$ cat config.mk
export PLATFORM = sky130hd
export DESIGN_NAME = mem_stage
export DESIGN_NICKNAME = d
export VERILOG_FILES = /design/src/rtl/mem_stage_pkg.sv /design/src/rtl/mem_stage_load_ext.sv /design/src/rtl/mem_stage.sv
export SDC_FILE = /design/constraint.sdc
export NUM_CORES = 1
export LEC_CHECK = 0
export BUFFER_PORTS_ARGS = -buffer_cell sky130_fd_sc_hd__buf_2
export CELL_PAD_IN_SITES_DETAIL_PLACEMENT = 1
export CELL_PAD_IN_SITES_GLOBAL_PLACEMENT = 1
export CORE_MARGIN = 10
export CORE_UTILIZATION = 37
export DETAILED_ROUTE_END_ITERATION = 6
export PLACE_DENSITY_LB_ADDON = 0.1
export SYNTH_ARGS = -nofsm -noshare
export SYNTH_HDL_FRONTEND = slang
export SYNTH_SLANG_ARGS = --single-unit
$ cat constraint.sdc
create_clock -name clk_in -period 3.38 [get_ports clk_in]
set_clock_uncertainty 0.1 [all_clocks]
set_input_delay 0.169 -clock clk_in [delete_from_list [all_inputs] [get_ports clk_in]]
set_output_delay 0.169 -clock clk_in [all_outputs]
set_load 0.01 [all_outputs]
$ cat src/rtl/mem_stage_pkg.sv
// Shared definitions for the MEM stage: command encodings, FSM states and
// helpers that classify a command by its memory footprint.
package mem_stage_pkg;

  localparam int MEM_CMD_W = 6;

  localparam logic [MEM_CMD_W-1:0] CMD_LB  = 6'd1;
  localparam logic [MEM_CMD_W-1:0] CMD_LH  = 6'd2;
  localparam logic [MEM_CMD_W-1:0] CMD_LW  = 6'd3;
  localparam logic [MEM_CMD_W-1:0] CMD_LBU = 6'd4;
  localparam logic [MEM_CMD_W-1:0] CMD_LHU = 6'd5;
  localparam logic [MEM_CMD_W-1:0] CMD_SB  = 6'd6;
  localparam logic [MEM_CMD_W-1:0] CMD_SH  = 6'd7;
  localparam logic [MEM_CMD_W-1:0] CMD_SW  = 6'd8;

  typedef enum logic [1:0] {
    ST_IDLE   = 2'd0,
    ST_ACCESS = 2'd1,
    ST_DONE   = 2'd2
  } mem_state_e;

  // Number of bytes moved by a command; 0 marks a non-memory command.
  function automatic logic [2:0] byte_count(input logic [MEM_CMD_W-1:0] cmd);
    case (cmd)
      CMD_LB, CMD_LBU, CMD_SB: byte_count = 3'd1;
      CMD_LH, CMD_LHU, CMD_SH: byte_count = 3'd2;
      CMD_LW, CMD_SW:          byte_count = 3'd4;
      default:                 byte_count = 3'd0;
    endcase
  endfunction

  function automatic logic is_load(input logic [MEM_CMD_W-1:0] cmd);
    is_load = (cmd == CMD_LB) || (cmd == CMD_LH) || (cmd == CMD_LW) ||
              (cmd == CMD_LBU) || (cmd == CMD_LHU);
  endfunction

  function automatic logic is_store(input logic [MEM_CMD_W-1:0] cmd);
    is_store = (cmd == CMD_SB) || (cmd == CMD_SH) || (cmd == CMD_SW);
  endfunction

endpackage

$ cat src/rtl/mem_stage_load_ext.sv
// Load result formatting: picks the loaded width from the command and
// sign- or zero-extends the assembled byte buffer to register width.
module mem_load_ext
  import mem_stage_pkg::*;
#(
  parameter int DATA_W = 32
) (
  input  logic [31:0]          i_buf,
  input  logic [MEM_CMD_W-1:0] i_cmd,
  output logic [DATA_W-1:0]    o_data
);

  always_comb begin
    o_data = DATA_W'(i_buf);
    case (i_cmd)
      CMD_LB:  o_data = {{(DATA_W-8){i_buf[7]}},   i_buf[7:0]};
      CMD_LH:  o_data = {{(DATA_W-16){i_buf[15]}}, i_buf[15:0]};
      CMD_LBU: o_data = {{(DATA_W-8){1'b0}},       i_buf[7:0]};
      CMD_LHU: o_data = {{(DATA_W-16){1'b0}},      i_buf[15:0]};
      default: o_data = DATA_W'(i_buf);
    endcase
  end

endmodule

$ cat src/rtl/mem_stage.sv
// MEM stage: passes non-memory instructions straight through and serialises
// loads/stores into byte transactions on the 8-bit memory-controller port.
module mem_stage
  import mem_stage_pkg::*;
#(
  parameter int ADDR_W = 32,
  parameter int DATA_W = 32,
  parameter int CMD_W  = MEM_CMD_W
) (
  input  logic              clk_in,
  input  logic              rst_in,
  input  logic              rdy_in,
  input  logic [CMD_W-1:0]  cmdtype,
  input  logic [4:0]        rsd_addr,
  input  logic [DATA_W-1:0] rsd_data,
  input  logic              write_rsd_or_not,
  input  logic [ADDR_W-1:0] mem_addr,
  input  logic [DATA_W-1:0] store_data,
  output logic [4:0]        rsd_addr_out,
  output logic [DATA_W-1:0] rsd_data_out,
  output logic              write_rsd_or_not_out,
  output logic              stall_req,
  output logic              mc_req,
  output logic              mc_we,
  output logic [ADDR_W-1:0] mc_addr,
  output logic [7:0]        mc_wdata,
  input  logic              mc_ack,
  input  logic [7:0]        mc_rdata
);

  mem_state_e        r_state;
  mem_state_e        w_state_nxt;
  logic [1:0]        r_idx;
  logic [31:0]       r_buf;
  logic [CMD_W-1:0]  r_cmd;
  logic [4:0]        r_rd;
  logic [ADDR_W-1:0] r_addr;
  logic [DATA_W-1:0] r_sdata;
  logic              r_fresh;   // first cycle after reset: outputs forced to 0

  logic              w_is_mem;
  logic              w_last;
  logic [DATA_W-1:0] w_ext;

  assign w_is_mem = (byte_count(cmdtype) != 3'd0);
  assign w_last   = ({1'b0, r_idx} == (byte_count(r_cmd) - 3'd1));

  mem_load_ext #(.DATA_W(DATA_W)) u_load_ext (
    .i_buf  (r_buf),
    .i_cmd  (r_cmd),
    .o_data (w_ext)
  );

  always_comb begin
    w_state_nxt = r_state;
    case (r_state)
      ST_IDLE:   if (w_is_mem && !r_fresh) w_state_nxt = ST_ACCESS;
      ST_ACCESS: if (mc_ack && w_last)     w_state_nxt = ST_DONE;
      ST_DONE:   w_state_nxt = ST_IDLE;
      default:   w_state_nxt = ST_IDLE;
    endcase
  end

  // NOTE: every signal gets a default before the case so no path can infer a latch.
  always_comb begin
    rsd_addr_out         = '0;
    rsd_data_out         = '0;
    write_rsd_or_not_out = 1'b0;
    stall_req            = 1'b0;
    mc_req               = 1'b0;
    mc_we                = 1'b0;
    mc_addr              = '0;
    mc_wdata             = '0;
    if (!rst_in && !r_fresh) begin
      case (r_state)
        ST_IDLE: begin
          if (w_is_mem) begin
            stall_req = 1'b1;
          end else begin
            rsd_addr_out         = rsd_addr;
            rsd_data_out         = rsd_data;
            write_rsd_or_not_out = write_rsd_or_not;
          end
        end
        ST_ACCESS: begin
          stall_req    = 1'b1;
          rsd_addr_out = r_rd;
          mc_req       = 1'b1;
          mc_we        = is_store(r_cmd);
          mc_addr      = r_addr + ADDR_W'(r_idx);
          mc_wdata     = r_sdata[8*r_idx +: 8];
        end
        ST_DONE: begin
          rsd_addr_out = r_rd;
          if (is_load(r_cmd)) begin
            rsd_data_out         = w_ext;
            write_rsd_or_not_out = 1'b1;
          end
        end
        default: ;
      endcase
    end
  end

  // NOTE: state uses non-blocking assignments; rdy_in low holds every register.
  always_ff @(posedge clk_in) begin
    if (rst_in) begin
      r_state <= ST_IDLE;
      r_idx   <= '0;
      r_buf   <= '0;
      r_cmd   <= '0;
      r_rd    <= '0;
      r_addr  <= '0;
      r_sdata <= '0;
      r_fresh <= 1'b1;
    end else if (rdy_in) begin
      r_fresh <= 1'b0;
      r_state <= w_state_nxt;
      case (r_state)
        ST_IDLE: begin
          if (w_is_mem && !r_fresh) begin
            r_cmd   <= cmdtype;
            r_rd    <= rsd_addr;
            r_addr  <= mem_addr;
            r_sdata <= store_data;
            r_idx   <= '0;
            r_buf   <= '0;
          end
        end
        ST_ACCESS: begin
          if (mc_ack) begin
            if (is_load(r_cmd)) r_buf[8*r_idx +: 8] <= mc_rdata;
            if (!w_last) r_idx <= r_idx + 2'd1;
          end
        end
        default: ;
      endcase
    end
  end

endmodule
Yosys cells after proc, flatten, opt, wreduce, memory -nomap -nowiden
Memory sizes are Yosys's and may differ from the RTL's. A register that Yosys moved wholly into a read port is not among the register bits.
Index checks and enable logic that the tools add are counted.
{"block": "word_totals", "reg_bits": 112, "romBits": 96, "input_bits": 120, "wordCells": 93, "n_memories": 2}
{"name": "(no name shown)", "words": 16, "width": 3, "read_ports": 1, "rd_clocked_by_memory_dff": 1, "wr": 0, "line": "mem_stage_pkg.sv:24", "text": "case (cmd)"}
{"name": "(no name shown)", "words": 16, "width": 3, "read_ports": 1, "rd_clocked_by_memory_dff": 0, "wr": 0, "line": "mem_stage_pkg.sv:24"}
{"block": "op_classes", "addsub": 4, "eq_ne": 16, "n_shift": 3, "mux": 39, "n_reduce_logical": 21}
{"op": "two-way mux 32 bit", "count": 8}
{"op": "case mux 32 bit (2 select lines)", "count": 2}
{"op": "case mux 32 bit (4 select lines)", "count": 1}
{"op": "negator 5 -> 34 bit", "count": 1}
{"op": "variable shift 8 x 34 -> 32 bit, first input constant", "count": 1}
{"op": "indexed part select 8 x 34 -> 32 bit", "count": 1}
{"op": "adder 32 x 2 -> 32 bit", "count": 1}
{"op": "bitwise mux 32 bit", "count": 1}
{"op": "indexed part select 32 x 6 -> 8 bit", "count": 1}
{"op": "== test 6 x 3 -> 1 bit, second input constant", "count": 4}
{"op": "two-way mux 8 bit", "count": 2}
{"op": "== test 6 x 2 -> 1 bit, second input constant", "count": 2}
{"op": "two-way mux 2 bit", "count": 5}
{"op": "two-way mux 5 bit", "count": 2}
{"op": "!= test 2 bit, second input constant", "count": 5}
{"op": "case mux 5 bit (2 select lines)", "count": 1}
{"op": "AND reduction 5 bit", "count": 2}
{"op": "two-way mux 1 bit", "count": 9}
{"op": "two-way mux 4 bit", "count": 2}
{"op": "case mux 2 bit (2 select lines)", "count": 2}
{"op": "== test 6 x 1 -> 1 bit, second input constant", "count": 1}
{"op": "== test 6 x 4 -> 1 bit, second input constant", "count": 1}
{"op": "zero test 2 bit", "count": 3}
{"op": "logical OR 1 bit", "count": 6}
{"op": "other kinds (13)", "count": 19}

Depth between registers and ports, before layout
Gate-level depths: netlist (run 1).
{"block": "logic_depth", "word_depth": 8, "mapped_depth": 8}

By module
Synthesis (run 1) repeated with hierarchy kept, for this count alone.
{"block": "hier_totals", "cells_unflattened": 853, "hier_area_um2": 6552.5}
{"module": "mem_stage", "n_inst": 1, "cells_each": 797, "area_each_um2": 6122.1, "seq_area_each_um2": 2302.2}
{"module": "mem_load_ext", "n_inst": 1, "cells_each": 56, "area_each_um2": 430.4, "seq_area_each_um2": 0.0}

Worst setup path before layout (run 1)
No wires, ideal clock.
{"block": "synth_timing", "path_type": "register to register", "from": "register r_idx[1]", "to": "register r_buf[10]", "setup_ns": 0.072, "arrival_time_ns": 2.263, "required_ns": 3.208, "path_slack_ns": 0.945, "stages_incl_launch_ff": 8, "path_buffers": 1, "cell_sequence": "dfxtp_1 clkbuf_1 inv_1 ha_1 nand2_1 nor4b_1 nand2_1 mux2i_1"}
{"block": "synth_between", "elab_chain_len": 6, "elab_cells_between_ends": 7, "classes_between": "1 x add/sub; 2 x shift; 4 x mux"}
{"element": "start, declared", "line": "mem_stage.sv:33", "text": "logic [1:0] r_idx;"}
{"element": "start signal, assigned", "line": "mem_stage.sv:133", "text": "if (!w_last) r_idx <= r_idx + 2'd1;"}
{"element": "negator 5 -> 34 bit (*)", "line": "mem_stage.sv:132", "text": "if (is_load(r_cmd)) r_buf[8*r_idx +: 8] <= mc_rdata;"}
{"element": "indexed part select 8 x 34 -> 32 bit / variable shift 8 x 34 -> 32 bit (equally long branches)", "line": "mem_stage.sv:132"}
{"element": "bitwise mux 32 bit (*)", "line": "mem_stage.sv:132"}
{"element": "two-way mux 32 bit (*)", "line": "mem_stage.sv:132"}
{"element": "two-way mux 32 bit (*)", "line": "mem_stage.sv:131", "text": "if (mc_ack) begin"}
{"element": "case mux 32 bit (2 select lines) (*)", "line": "mem_stage.sv:119", "text": "case (r_state)"}
{"element": "end signal, assigned by index", "line": "mem_stage.sv:132"}
{"element": "end, declared", "line": "mem_stage.sv:34", "text": "logic [31:0] r_buf;"}
Every way passes the cells marked *; elsewhere a longest branch is shown, timed or not. The select of a mux whose other input is x is not followed.
A chain may end at the register's enable or synchronous reset.

Worst setup path in the final report (run 1)
{"block": "layout_timing", "from": "register r_state[0]", "to": "output write_rsd_or_not_out"}
{"block": "layout_between", "elab_chain_len": 3, "elab_cells_between_ends": 4, "classes_between": "1 x eq/ne; 2 x mux; 1 x reduce/logical"}
{"element": "start, declared", "line": "mem_stage.sv:31", "text": "mem_state_e r_state;"}
{"element": "start signal, assigned", "line": "mem_stage.sv:118", "text": "r_state <= w_state_nxt;"}
{"element": "== test 2 bit / zero test 2 bit (equally long branches)", "line": "mem_stage.sv:75", "text": "case (r_state)"}
{"element": "case mux 1 bit (2 select lines) (*)", "line": "mem_stage.sv:75"}
{"element": "two-way mux 1 bit (*)", "line": "mem_stage.sv:74", "text": "if (!rst_in && !r_fresh) begin"}
{"element": "end, declared", "line": "mem_stage.sv:21", "text": "output logic write_rsd_or_not_out,"}
Every way passes the cells marked *; elsewhere a longest branch is shown, timed or not.

==> run metrics, run 1 <==
top fanout value on the critical path 38; area grow syn2layout 39.6%; f_max 318 MHz; critical path, cell by cell inv_1 -> ha_1 -> o41a_1 -> buf_4 -> a21oi_1 -> nor3_1 -> buf_2; htree depth 4; commonest cells in the synthesized netlist 120 x nor2_1, 115 x dfxtp_1, 108 x nand2_1; minimum clock period 3.15 ns; final WL around 23000 um; kind of critical path reg -> out; crit path max-delay cell type buf_4; hold path startpoint cmdtype[3]; first-pass iteration count of the detailed router 4; first-pass GRT wire length roughly 39000 um; initial core utilization a little under two fifths; P_leak about 0.0041 uW; ys async rst share 0%; final net count approximately 1200; initial antenna violation count 1; hold slack 0.0598 ns; CP arrival ~2.9 ns; die height around 150 um; Hold Crit Class in -> reg; DR DRC count 0; Vias between 6000 and 7000; vias per cell 5.13; CP startpoint r_state[0]; design area ~0.0090 mm^2; IO Pins between 200 and 250; clock buffer count from CTS 17; Comb pwr share 9.7%; dpl cells around 1200; sequential fraction of design power just under 40%; total gr overflow 0; final setup vio count 0; Net Sw Frac approximately 25%; CTS tree done; Die Wd around 150 um; most frequent cell after synthesis nor2_1; Synth top area share between 30% and 40%; post-synthesis sequential area ratio between 30% and 40%; CTS sink count 115; Placed Area 0.00762 mm^2; Max Cap Violations 0; startpoint types flop; Non-Filler Instances about 1300; top cells by area, synth dfxtp_1 36%, mux2i_1 14%, nor2_1 7.0%; max_slew headroom 29.2%; Cell Int Power 2630 uW; Net Sw Power between 800 and 900 uW; Clock transition at path regs ~0.05 ns; largest net degree at the start of global routing a little over 70; post-CTS sizing 0; Post-synth top flop dfxtp_1; Total Routing Usage GR 20.0%; initial DRC count 317; Clock Latency Late Sink about 0.42 ns; RSZ-0062 raised after global routing false; root buffer cell clkbuf_16; Clock power frac between 50% and 60%; DRT antenna net count 0; Mapped Cells 793; fin crit share approximately 93%; Cell Area, Synth 0.00644 mm^2; drt wl/cell ~18 um; setup TNS 0 ns; Syn. warnings 0; max incr delay on CP around 0.43 ns; PD cells roughly 390 mW/mm^2; vias in the first global route approximately 7000; IO buf count 200; WP data required 3.11 ns; Mean Syn Cell Area between 8 and 9 um^2; row count 48; max-slew violation count 0; Seq cells post-synth 115; worst slew pin tran about 1.1 ns; area leader, netlist dfxtp_1; Worst R2R Start r_state[0]; final hold vios 0; synthesized net count approximately 930; share of post-route cells with drive strength above 1 24.5%; routability cong. about 0.8; Clock Tree Buf Depth 2; status completed; EDFF count, synth 0; Max IR drop VDD about 0.36 mV; die area between 0.02 and 0.025 mm^2; Placeable Area around 0.017 mm^2; Netlist cell types between 50 and 60; Detailed Place HPWL ~16000 um; Setup crit end kind output pin
[repair_timing]
| action | in CTS | in global routing |
|---|---|---|
| buffers inserted | 0 | 0 |
| endpoints found under the setup margin | 0 | 0 |
| hold buffers | 78 | 0 |
| hold endpoints to repair | 86 | 0 |
[sequential cells by signal, indices dropped and copies added (netlist names), named ones only]
register  count
r_idx         2
r_rd          5
r_fresh       1
r_addr       32
r_state       2
r_cmd         6
r_buf        32
r_sdata      32
[placed cells by master (no fill, tap or decap), drive strengths merged, types with 15 or more instances in the layout]
master	instances
a21oi	43
dfxtp	115
nor2	120
mux2i	87
nand2	108
dlygate4sd3	78
buf	212
nand3	22
inv	26
xnor2	18
nor3	15
clkbuf	18
o21ai	26
and3	16
[stage by stage]
step                      setup slack (ns)  total power (uW)  util [%]
after detailed placement             0.700              1670      44.4
final                                0.232              3500      52.3
after CTS                            0.242              3540      52.3
after global placement               0.742              1670      44.4
after global routing                0.0993              3640      52.3
after floorplan                      0.945              1540         -
[power by group through the flow]
stage,sequential (uW),clock (uW),combinational (uW)
CTS,1380,1820,340
global route,1380,1890,375
global placement,1410,0,265
finish,1380,1780,340
floorplan,1400,0,137
detailed placement,1410,0,267
[worst paths after layout]
path                                        endpoint  slack, ns  cells after the start
worst min register to register              r_buf[3]       0.35                      2
worst min-delay path                        r_cmd[3]       0.06                      3
worst max register to register                  flop       0.73                      7
worst max-delay path            write_rsd_or_not_out       0.23                      7
[area by class of cell]
cell class	instances	area [um^2]
antenna	1	2.50
clock buffer	18	429
clock inverter	14	156
fill	2117	8190
inverter	23	86.3
multi-input combinational	603	3850
sequential	115	2300
tap	225	282
timing repair buffer	290	1890
[worst max-delay path: cells and delay by family, from the launching register on]
kind | cells | cell delay [ns]
flip-flops | 1 | 0.34
adder cells (fa/ha/maj) | 1 | 0.37
AND/OR/NAND/NOR | 1 | 0.37
AO/OA/AOI/OAI | 2 | 0.62
buffers and inverters | 3 | 0.75
[layer usage]
metal | track usage [%] | vias up | routed length, um
met5 | 0 | - | 0
met3 | 5.42 | 14 | 1290
met1 | 24.7 | 3173 | 10500
li1 | - | 3286 | -
met2 | 33.9 | 146 | 11400
met4 | 4.17 | 0 | 166
[cells by family (layout without fill, tap and decap cells)]
family                   count (synthesis)  in the layout  share of synthesized area [%]
flip-flops                             115            115                           35.7
AND/OR/NAND/NOR                        345            345                           24.5
adder cells (fa/ha/maj)                 12             12                           2.45
buffers and inverters                   75            345                           4.59
other                                    0              1                              0
multiplexers                            95             95                           16.3
XOR/XNOR                                29             29                           3.94
AO/OA/AOI/OAI                          122            122                           12.5
Power figures use the tool's default switching activity.
==> inputs of run 2 (changes only) <==
SETUP_SLACK_MARGIN = 0.5   (was not set)
SKIP_CTS_REPAIR_TIMING = 1   (was not set)
==> run 2 against run 1 <==
Total power up 0.23%. Sequential power barely moved. Combinational power about the same. Sequential share of layout area fell by 0.21 points. Count of clock-buffer cells in the layout stayed put. Maximum frequency rose by 13%. Clock power hardly changed. Global-route usage fell by 1.2 points. First-iteration DRC count fell by 12%. Worst setup slack improved by 0.37 ns. Largest cell class unchanged. Worst hold slack worse by 0.0014 ns. Register-to-register slack improved by 0.15 ns.
==> run metrics, run 2 (synthesized netlist as in run 1, its figures left out) <==
CTS tree done; P_leak between 0.004 and 0.005 uW; share of post-route cells with drive strength above 1 approximately a quarter; fin crit share 82.1%; final hold vios 0; Clock transition at path regs approximately 0.060 ns; startpoint types flop; IO Pins between 200 and 250; minimum clock period around 2.8 ns; row count 48; drt wl/cell around 18 um; status completed; CP arrival roughly 2.5 ns; largest net degree at the start of global routing 72; Setup WS post-layout 0.605 ns; Max IR drop VDD between 0.3 and 0.4 mV; Setup crit end kind output pin; r2r setup slk between 0.8 and 0.9 ns; most frequent cells in the layout 199 x buf_2, 119 x nor2_1, 112 x dfxtp_1; initial core utilization between 30% and 40%; first-pass iteration count of the detailed router 4; DRT antenna net count 0; CTS sink count 115; f_max around 360 MHz; PD cells 387 mW/mm^2; hold path startpoint cmdtype[3]; initial DRC count 280; area of the multi-input gates approximately 0.0039 mm^2; Sequential Area around 0.0023 mm^2; Worst R2R Start r_state[1]; Largest regs r_addr (32), r_buf (32), r_sdata (32); WP data required about 3.1 ns; final setup vio count 0; Vias 6594; Clock Tree Buf Depth 2; final net count ~1200; worst slew pin tran 1.04 ns; fill count 2111; Clock Latency Late Sink 0.42 ns; vias per cell 5.10; routability cong. between 0.8 and 0.9; die height about 150 um; die area roughly 0.023 mm^2; max_slew headroom a little under a third; worst-case reg-to-reg path depth 7; CP startpoint r_addr[0]; first-pass GRT wire length 36200 um; Detailed Place HPWL approximately 16000 um; vias in the first global route roughly 6600; initial antenna violation count 2; design area a little over 0.009 mm^2; kind of critical path reg -> out; IO buf count 200; Placeable Area roughly 0.017 mm^2; most common cell after layout, fill and taps aside buf_2; top fanout value on the critical path 8; Crit Reg-Reg Endpoint r_buf[12]; root buffer cell clkbuf_16; Placement Setup Slack between 0.7 and 0.8 ns; htree depth 4; crit path to mc_addr[18]; clock buffer count from CTS 17; Placed Area 0.00762 mm^2; Max Cap Violations 0; Total Routing Usage GR 18.8%; DR DRC count 0; final WL roughly 23000 um; total gr overflow 0; Hold Crit Class in -> reg; setup TNS 0 ns; area grow syn2layout 41.0%; max-slew violation count 0; RSZ-0062 raised after global routing true; Die Wd roughly 150 um
run 2: cell count changes in the layout (fill, tap and decap cells not counted), moves of 2 or more:
cell / delta
ha_1: -2
nand3_1: -2
dfxtp_1: -3
dfxtp_2: +3
run 2: worst max-delay path, cell delays in order, from the launching register on:
cell,delay [ns]
dfxtp_2,0.36
ha_4,0.16
fa_2,0.24
nand3_4,0.09
or4_4,0.61
or3_1,0.37
a21oi_1,0.12
buf_2,0.14
run 2: worst min path at each step:
| stage | endpoint | slack, ns | cells past startpoint |
|---|---|---|---|
| 6_report | r_cmd[3] | 0.06 | 3 |
| 5_1_grt | r_cmd[3] | 0.09 | 3 |
| 4_1_cts | r_addr[22] | -0.13 | 3 |
| 3_5_place_dp | r_sdata[17] | 0.31 | 3 |
| 3_3_place_gp | r_sdata[24] | 0.30 | 3 |
| 2_1_floorplan | r_fresh | 0.17 | 1 |
run 2: per-stage QoR:
step	total power (uW)	utilization (%)	std cells	hold slack, ns
floorplan	1540	-	793	0.169
global placement	1670	44.4	1178	0.299
detailed placement	1670	44.4	1178	0.309
CTS	3470	47.8	1210	-0.130
global route	3650	52.8	1291	0.0876
finish	3510	52.9	1292	0.0584
run 2: cell type report:
cell class / count / share of cell area (%)
multi-input cells: 603 / 43.1
flip-flops and latches: 115 / 25.4
repair buffers: 292 / 21.0
clock buffers: 18 / 4.73
well taps: 225 / 3.10
clock inverters: 14 / 1.72
inverters: 23 / 0.951
diodes: 2 / 0.0551
run 2: routing by layer:
layer / vias to the layer above / share of wire [%] / global-route usage [%]
met4: 0 / 0.93 / 4.17
met1: 3155 / 45 / 23.9
li1: 3294 / - / -
met5: - / 0 / 0
met3: 18 / 4.9 / 5.31
met2: 127 / 49 / 30.9
run 2: where the power goes:
part	internal, uW	total, uW	switching (uW)
combinational	175	343	168
sequential	1370	1380	11.1
clock	1090	1790	698
